[src/rtl/fft_butterfly_5.sv]
// Radix-2 DIT butterfly y0 = a + w*b, y1 = a - w*b in a fixed 4-cycle pipeline.
// The twiddle product is rounded, optionally halved and saturated, and the last pair of each frame is flagged.
module fft_butterfly_5 #(
    parameter int Q_IN    = 15,
    parameter int Q_COEFF = 15,
    parameter int Q_OUT   = 15,
    parameter int N       = 256,
    parameter int SCALE   = 1
) (
    input  logic             clk,
    input  logic             reset,
    input  logic             valid_in,
    input  logic [Q_IN:0]    data_in_real_0,
    input  logic [Q_IN:0]    data_in_imag_0,
    input  logic [Q_IN:0]    data_in_real_1,
    input  logic [Q_IN:0]    data_in_imag_1,
    input  logic [Q_COEFF:0] coeff_in_real,
    input  logic [Q_COEFF:0] coeff_in_imag,
    output logic             valid_out,
    output logic [Q_OUT:0]   data_out_real_0,
    output logic [Q_OUT:0]   data_out_imag_0,
    output logic [Q_OUT:0]   data_out_real_1,
    output logic [Q_OUT:0]   data_out_imag_1,
    output logic             sat_flag,
    output logic             frame_done
);
    localparam int PW = Q_IN + Q_COEFF + 2;
    localparam int SW = PW + 1;
    localparam int AW = Q_IN + 3;
    localparam int CW = (N > 2) ? $clog2(N / 2) : 1;

    localparam logic signed [SW-1:0] RND  = SW'(2 ** (Q_COEFF - 1));
    localparam logic signed [AW:0]   ONE  = (AW + 1)'(1);
    localparam logic signed [AW:0]   MAXV = (AW + 1)'(2 ** Q_OUT - 1);
    localparam logic signed [AW:0]   MINV = (AW + 1)'(-(2 ** Q_OUT));
    localparam logic [CW-1:0]        LAST = CW'(N / 2 - 1);

    logic                      v1, v2, v3;
    logic signed [Q_IN:0]      a1_r, a1_i, b1_r, b1_i;
    logic signed [Q_COEFF:0]   w1_r, w1_i;
    logic signed [PW-1:0]      p_rr, p_ii, p_ri, p_ir;
    logic signed [Q_IN:0]      a2_r, a2_i, a3_r, a3_i;
    logic signed [AW-1:0]      bb_r, bb_i;
    logic [CW-1:0]             cnt;
    logic [Q_OUT+1:0]          r0_r, r0_i, r1_r, r1_i;

    // Returns {clip, value}: optional rounded halving, then clamp to the output range.
    function automatic logic [Q_OUT+1:0] scale_sat(input logic signed [AW-1:0] s);
        logic signed [AW:0] t;
        logic               clip;
        t = (AW + 1)'(s);
        if (SCALE != 0) t = (t + ONE) >>> 1;
        clip = 1'b0;
        if (t > MAXV) begin
            t    = MAXV;
            clip = 1'b1;
        end else if (t < MINV) begin
            t    = MINV;
            clip = 1'b1;
        end
        return {clip, t[Q_OUT:0]};
    endfunction

    always_comb begin
        r0_r = scale_sat(AW'(a3_r) + bb_r);
        r0_i = scale_sat(AW'(a3_i) + bb_i);
        r1_r = scale_sat(AW'(a3_r) - bb_r);
        r1_i = scale_sat(AW'(a3_i) - bb_i);
    end

    always_ff @(posedge clk) begin
        if (!reset) begin
            v1 <= 1'b0; v2 <= 1'b0; v3 <= 1'b0;
            a1_r <= '0; a1_i <= '0; b1_r <= '0; b1_i <= '0; w1_r <= '0; w1_i <= '0;
            p_rr <= '0; p_ii <= '0; p_ri <= '0; p_ir <= '0;
            a2_r <= '0; a2_i <= '0; a3_r <= '0; a3_i <= '0;
            bb_r <= '0; bb_i <= '0;
            cnt <= '0;
            valid_out <= 1'b0; sat_flag <= 1'b0; frame_done <= 1'b0;
            data_out_real_0 <= '0; data_out_imag_0 <= '0;
            data_out_real_1 <= '0; data_out_imag_1 <= '0;
        end else begin
            v1 <= valid_in;
            if (valid_in) begin
                a1_r <= data_in_real_0; a1_i <= data_in_imag_0;
                b1_r <= data_in_real_1; b1_i <= data_in_imag_1;
                w1_r <= coeff_in_real;  w1_i <= coeff_in_imag;
            end
            v2 <= v1;
            if (v1) begin
                p_rr <= b1_r * w1_r; p_ii <= b1_i * w1_i;
                p_ri <= b1_r * w1_i; p_ir <= b1_i * w1_r;
                a2_r <= a1_r; a2_i <= a1_i;
            end
            v3 <= v2;
            if (v2) begin
                // Round half up, then drop the coefficient fraction bits.
                bb_r <= AW'((SW'(p_rr) - SW'(p_ii) + RND) >>> Q_COEFF);
                bb_i <= AW'((SW'(p_ri) + SW'(p_ir) + RND) >>> Q_COEFF);
                a3_r <= a2_r; a3_i <= a2_i;
            end
            valid_out  <= v3;
            sat_flag   <= v3 && (r0_r[Q_OUT+1] || r0_i[Q_OUT+1] || r1_r[Q_OUT+1] || r1_i[Q_OUT+1]);
            frame_done <= v3 && (cnt == LAST);
            if (v3) begin
                data_out_real_0 <= r0_r[Q_OUT:0]; data_out_imag_0 <= r0_i[Q_OUT:0];
                data_out_real_1 <= r1_r[Q_OUT:0]; data_out_imag_1 <= r1_i[Q_OUT:0];
                cnt <= (cnt == LAST) ? '0 : cnt + CW'(1);
            end
        end
    end
endmodule
[config.mk]
export PLATFORM = sky130hd
export DESIGN_NAME = fft_butterfly_5
export DESIGN_NICKNAME = d
export VERILOG_FILES = /design/src/rtl/fft_butterfly_5.sv
export SDC_FILE = /design/constraint.sdc
export NUM_CORES = 2
export LEC_CHECK = 0
export CORE_MARGIN = 2
export CORE_UTILIZATION = 57
export DETAILED_ROUTE_END_ITERATION = 16
export HOLD_SLACK_MARGIN = 0.15
export PLACE_DENSITY = 0.74
export SETUP_SLACK_MARGIN = 0.4
export SYNTH_ARGS = -nofsm -noshare
export SYNTH_HDL_FRONTEND = slang
export SYNTH_SLANG_ARGS = --single-unit
export TNS_END_PERCENT = 5
[constraint.sdc]
create_clock -name clk -period 16.3 [get_ports clk]
set_input_delay 3.26 -clock clk [delete_from_list [all_inputs] [get_ports clk]]
set_output_delay 3.26 -clock clk [all_outputs]
set_load 0.02 [all_outputs]
==> implementation parameters <==
Parameter                              Value

Synth
  Top-count cell post-synth    inv_1
  Top cell type's share of synthesized area    between 30% and 40%
  Yosys Warn Count    0
  Post-synthesis xor/xnor area fraction    under 10%
  Simple-gate share of the synthesized area    15.4%
  Average instance area after synthesis    around 9 um^2
  Post-synth top cells    1335 x inv_1, 1052 x fa_1, 692 x nand2_1
  Most frequently used flop master after synthesis    dfxtp_1
  Post-synthesis instance total    between 6000 and 7000
  Net Count, Synth    8555
  #FFs+latches synth    401
  Sequential-to-total area share from yosys stat    13.1%
  Count of cell types in the netlist    93
  Share of synthesized area spent on multiplexers    between 4 and 5%
  Synthesized area    between 60000 and 70000 um^2
  Synth async-reset ratio    0%
  Largest family of logic cells by synthesized area    adder cells
  Synthesized-area fraction occupied by ao, oa, aoi and oai cells    ~8.0%
  Library cell with the largest summed area after synthesis    fa_1
  EDFF count, synth    0
  Synth area leaders    fa_1 34%, dfxtp_1 13%, ha_1 11%
  Fraction of the mapped netlist area in adder cells    roughly 45%

Critical path
  Type of element capturing the critical path    flip-flop
  Required time at the worst-slack endpoint    16.83 ns
  Startpoint Class    flip-flop
  Crit path DAT    just over 8 ns
  Critical path peak fanout    18
  Setup Crit Path Kind    flip-flop to flip-flop

Global routing
  Wire length of the first global-routing pass    approximately 260000 um
  Number of global-route vias before repair    around 48000
  Global router's overall resource usage    around 30%
  Pin count of the biggest net entering global routing    107
  Antenna violations before repair    6
  Total congestion overflow after global routing    0

Floorplan
  Number of placement rows    120
  Core area    ~110000 um^2
  Initial standard-cell utilization of the core    57.3%
  Top Ports    between 150 and 200
  DIE AREA    roughly 110000 um^2
  Die Y    around 330 um
  Die boundary width    around 330 um

Timing
  Shortest clock period the worst path allows after layout    around 7.7 ns
  Number of max-slew violations in the final report    0
  Sum of negative setup slack    0 ns
  Unrepaired setup endpoints after global routing    false
  Maximum operating frequency    0.129 GHz
  Rel. slew slack    between 15 and 20%
  Endpoints failing hold    0
  Worst-margin pin slew    ~1.3 ns
  Setup-violating endpoint count in the final report    0
  Layout Skew    ~0.027 ns
  Post-route clock period utilization    47.5%

Clock network
  Post-cts repair resize count    0
  Clock Path Buffers    3
  CTS tree    built
  Clock latency on the worst-skew pair    between 0.6 and 0.7 ns
  CTS Buf Count    50
  Sinks on Clock Net    ~400
  Maximum level of the CTS H-tree    2
  Post-cts hold buffer count    0
  Clock-pin slew on the worst setup and hold paths    ~0.060 ns
  Number of buffers inserted to repair setup after CTS    0
  Clk root buf    clkbuf_16

Min path
  Min-delay worst type    flip-flop to flip-flop

Placement
  Post-detail-place hpwl    between 100000 and 150000 um
  Final weighted congestion in routability-driven placement    approximately 0.92
  # port buffers    165
  Instance count after placement with tap cells included    a little over 8000

Cells and area
  Layout-stage area growth over the synthesis result    7.37%
  Number of standard cells in the layout, taps in and fillers out    approximately 8300
  Final nets    ~8500
  Final core utilization    about three fifths
  Share of layout cells above drive strength 1    under 10%

Drt
  Via count    ~47000
  Drc violations    0
  Pre-antenna DRT Iters    6
  Per-cell routed wire length    about 19 um
  First DRT Iteration DRCs    3152
  Via/cell ratio    between 5 and 6
  Number of antenna-violating nets in the routed design    0
  WL final    approximately 160000 um

Power and ir drop
  Peak supply drop    around 0.000085 V
  Leak    32.5 nW
  Switching Power    roughly 2.0 mW
  Seq pwr share    between 20% and 30%
  Clock network power share    ~26%
  Cell internal power dissipation    2.61 mW
  Portion of total power attributed to combinational logic    49.1%
  Net switching share of the total power    42.8%
  Power per cell area    just under 70 nW/um^2

Outcome
  Result of the run    complete, no violations

Run
  Max-cap violation count    0
critical path: stages (launching register included):
cell	delay, ns
dfxtp_1	0.85
buf_4	0.38
nand2_1	0.11
fa_1	0.49
fa_1	0.46
fa_1	0.54
inv_1	0.05
fa_1	0.49
fa_1	0.49
inv_1	0.05
fa_1	0.47
inv_1	0.04
ha_1	0.34
a21o_1	0.20
a21oi_1	0.14
nor2b_1	0.06
a311o_1	0.36
a221o_2	0.46
a2111oi_4	0.37
nor3_2	0.10
a41o_1	0.26
or2_4	0.24
a2111o_1	0.42
a32o_1	0.24
power by group through the flow:
stage	clock network, mW	logic, mW	registers (mW)
finish	1.18	2.24	1.14
global route	1.24	2.49	1.15
CTS	1.20	2.21	1.14
detailed placement	0	2.20	1.16
global placement	0	2.14	1.16
floorplan	0	1.59	1.11
cell families (layout without fill, tap and decap cells):
| logic type | count (synthesis) | count (layout) |
|---|---|---|
| other | 0 | 1 |
| muxes | 254 | 254 |
| AOI/OAI and AO/OA | 758 | 758 |
| adders and majority gates | 1575 | 1575 |
| and+or+nand+nor | 1968 | 1968 |
| buffers and inverters | 1660 | 1670 |
| DFF | 401 | 401 |
| xor gates and xnor gates | 265 | 265 |
cell usage in the layout, fill, tap and decap left out, drive strengths merged, types with 32 or more instances in the layout:
cell type / Yosys / layout
nand3: 60 / 60
o21ai: 175 / 175
dfxtp: 401 / 401
nor2: 462 / 462
a211oi: 38 / 38
a31oi: 51 / 51
xor2: 78 / 78
mux2i: 252 / 252
buf: 32 / 78
xnor2: 187 / 187
a21o: 67 / 67
and2: 443 / 443
o21bai: 32 / 32
nand2: 692 / 692
ha: 523 / 523
clkdlybuf4s50: 0 / 163
clkbuf: 291 / 67
nor2b: 37 / 37
fa: 1052 / 1052
a21oi: 217 / 217
inv: 1337 / 1338
nor3: 57 / 57
nand2b: 51 / 51
per-stage QoR:
step | cell area (um^2) | hold slack [ns] | setup slack, ns | power, mW
after floorplan | 61100 | 0.425 | 9.42 | 2.71
after global placement | 63800 | 0.441 | 8.69 | 3.30
after detailed placement | 63800 | 0.455 | 8.63 | 3.36
after CTS | 65600 | 0.469 | 8.60 | 4.55
after global routing | 65600 | 0.487 | 8.28 | 4.87
final | 65600 | 0.468 | 8.56 | 4.56
final cells by class:
class	count	area, um^2
Multi-Input combinational cell	4820	46800
Sequential cell	401	8050
Antenna cell	1	2.50
Tap cell	1403	1760
Clock inverter	25	305
Timing Repair Buffer	241	2230
Clock buffer	67	1450
Inverter	1337	5030
Fill cell	9111	41000
state kept, by name, indices dropped and copies added, names as in the netlist, 18 cells and up:
register	cells
p_rr	32
bb_r	18
bb_i	18
p_ri	32
p_ii	32
p_ir	32
final timing paths:
| check | startpoint | to | slack [ns] | cells past startpoint |
|---|---|---|---|---|
| min reg2reg | p_ri[23] | p_ri[23] | 0.47 | 2 |
| min | p_ri[23] | p_ri[23] | 0.47 | 2 |
| max reg2reg | b1_i[9] | p_ii[31] | 8.56 | 23 |
| max | b1_i[9] | p_ii[31] | 8.56 | 23 |
layer usage:
layer / GRT usage (%) / vias up / share of wire [%]
met5: 0 / - / 0.033
met4: 11.3 / 8 / 4.2
met3: 4.98 / 334 / 7.5
met2: 48.0 / 1643 / 46
met1: 40.1 / 23500 / 42
li1: - / 21300 / -
Power figures use the tool's default switching activity.
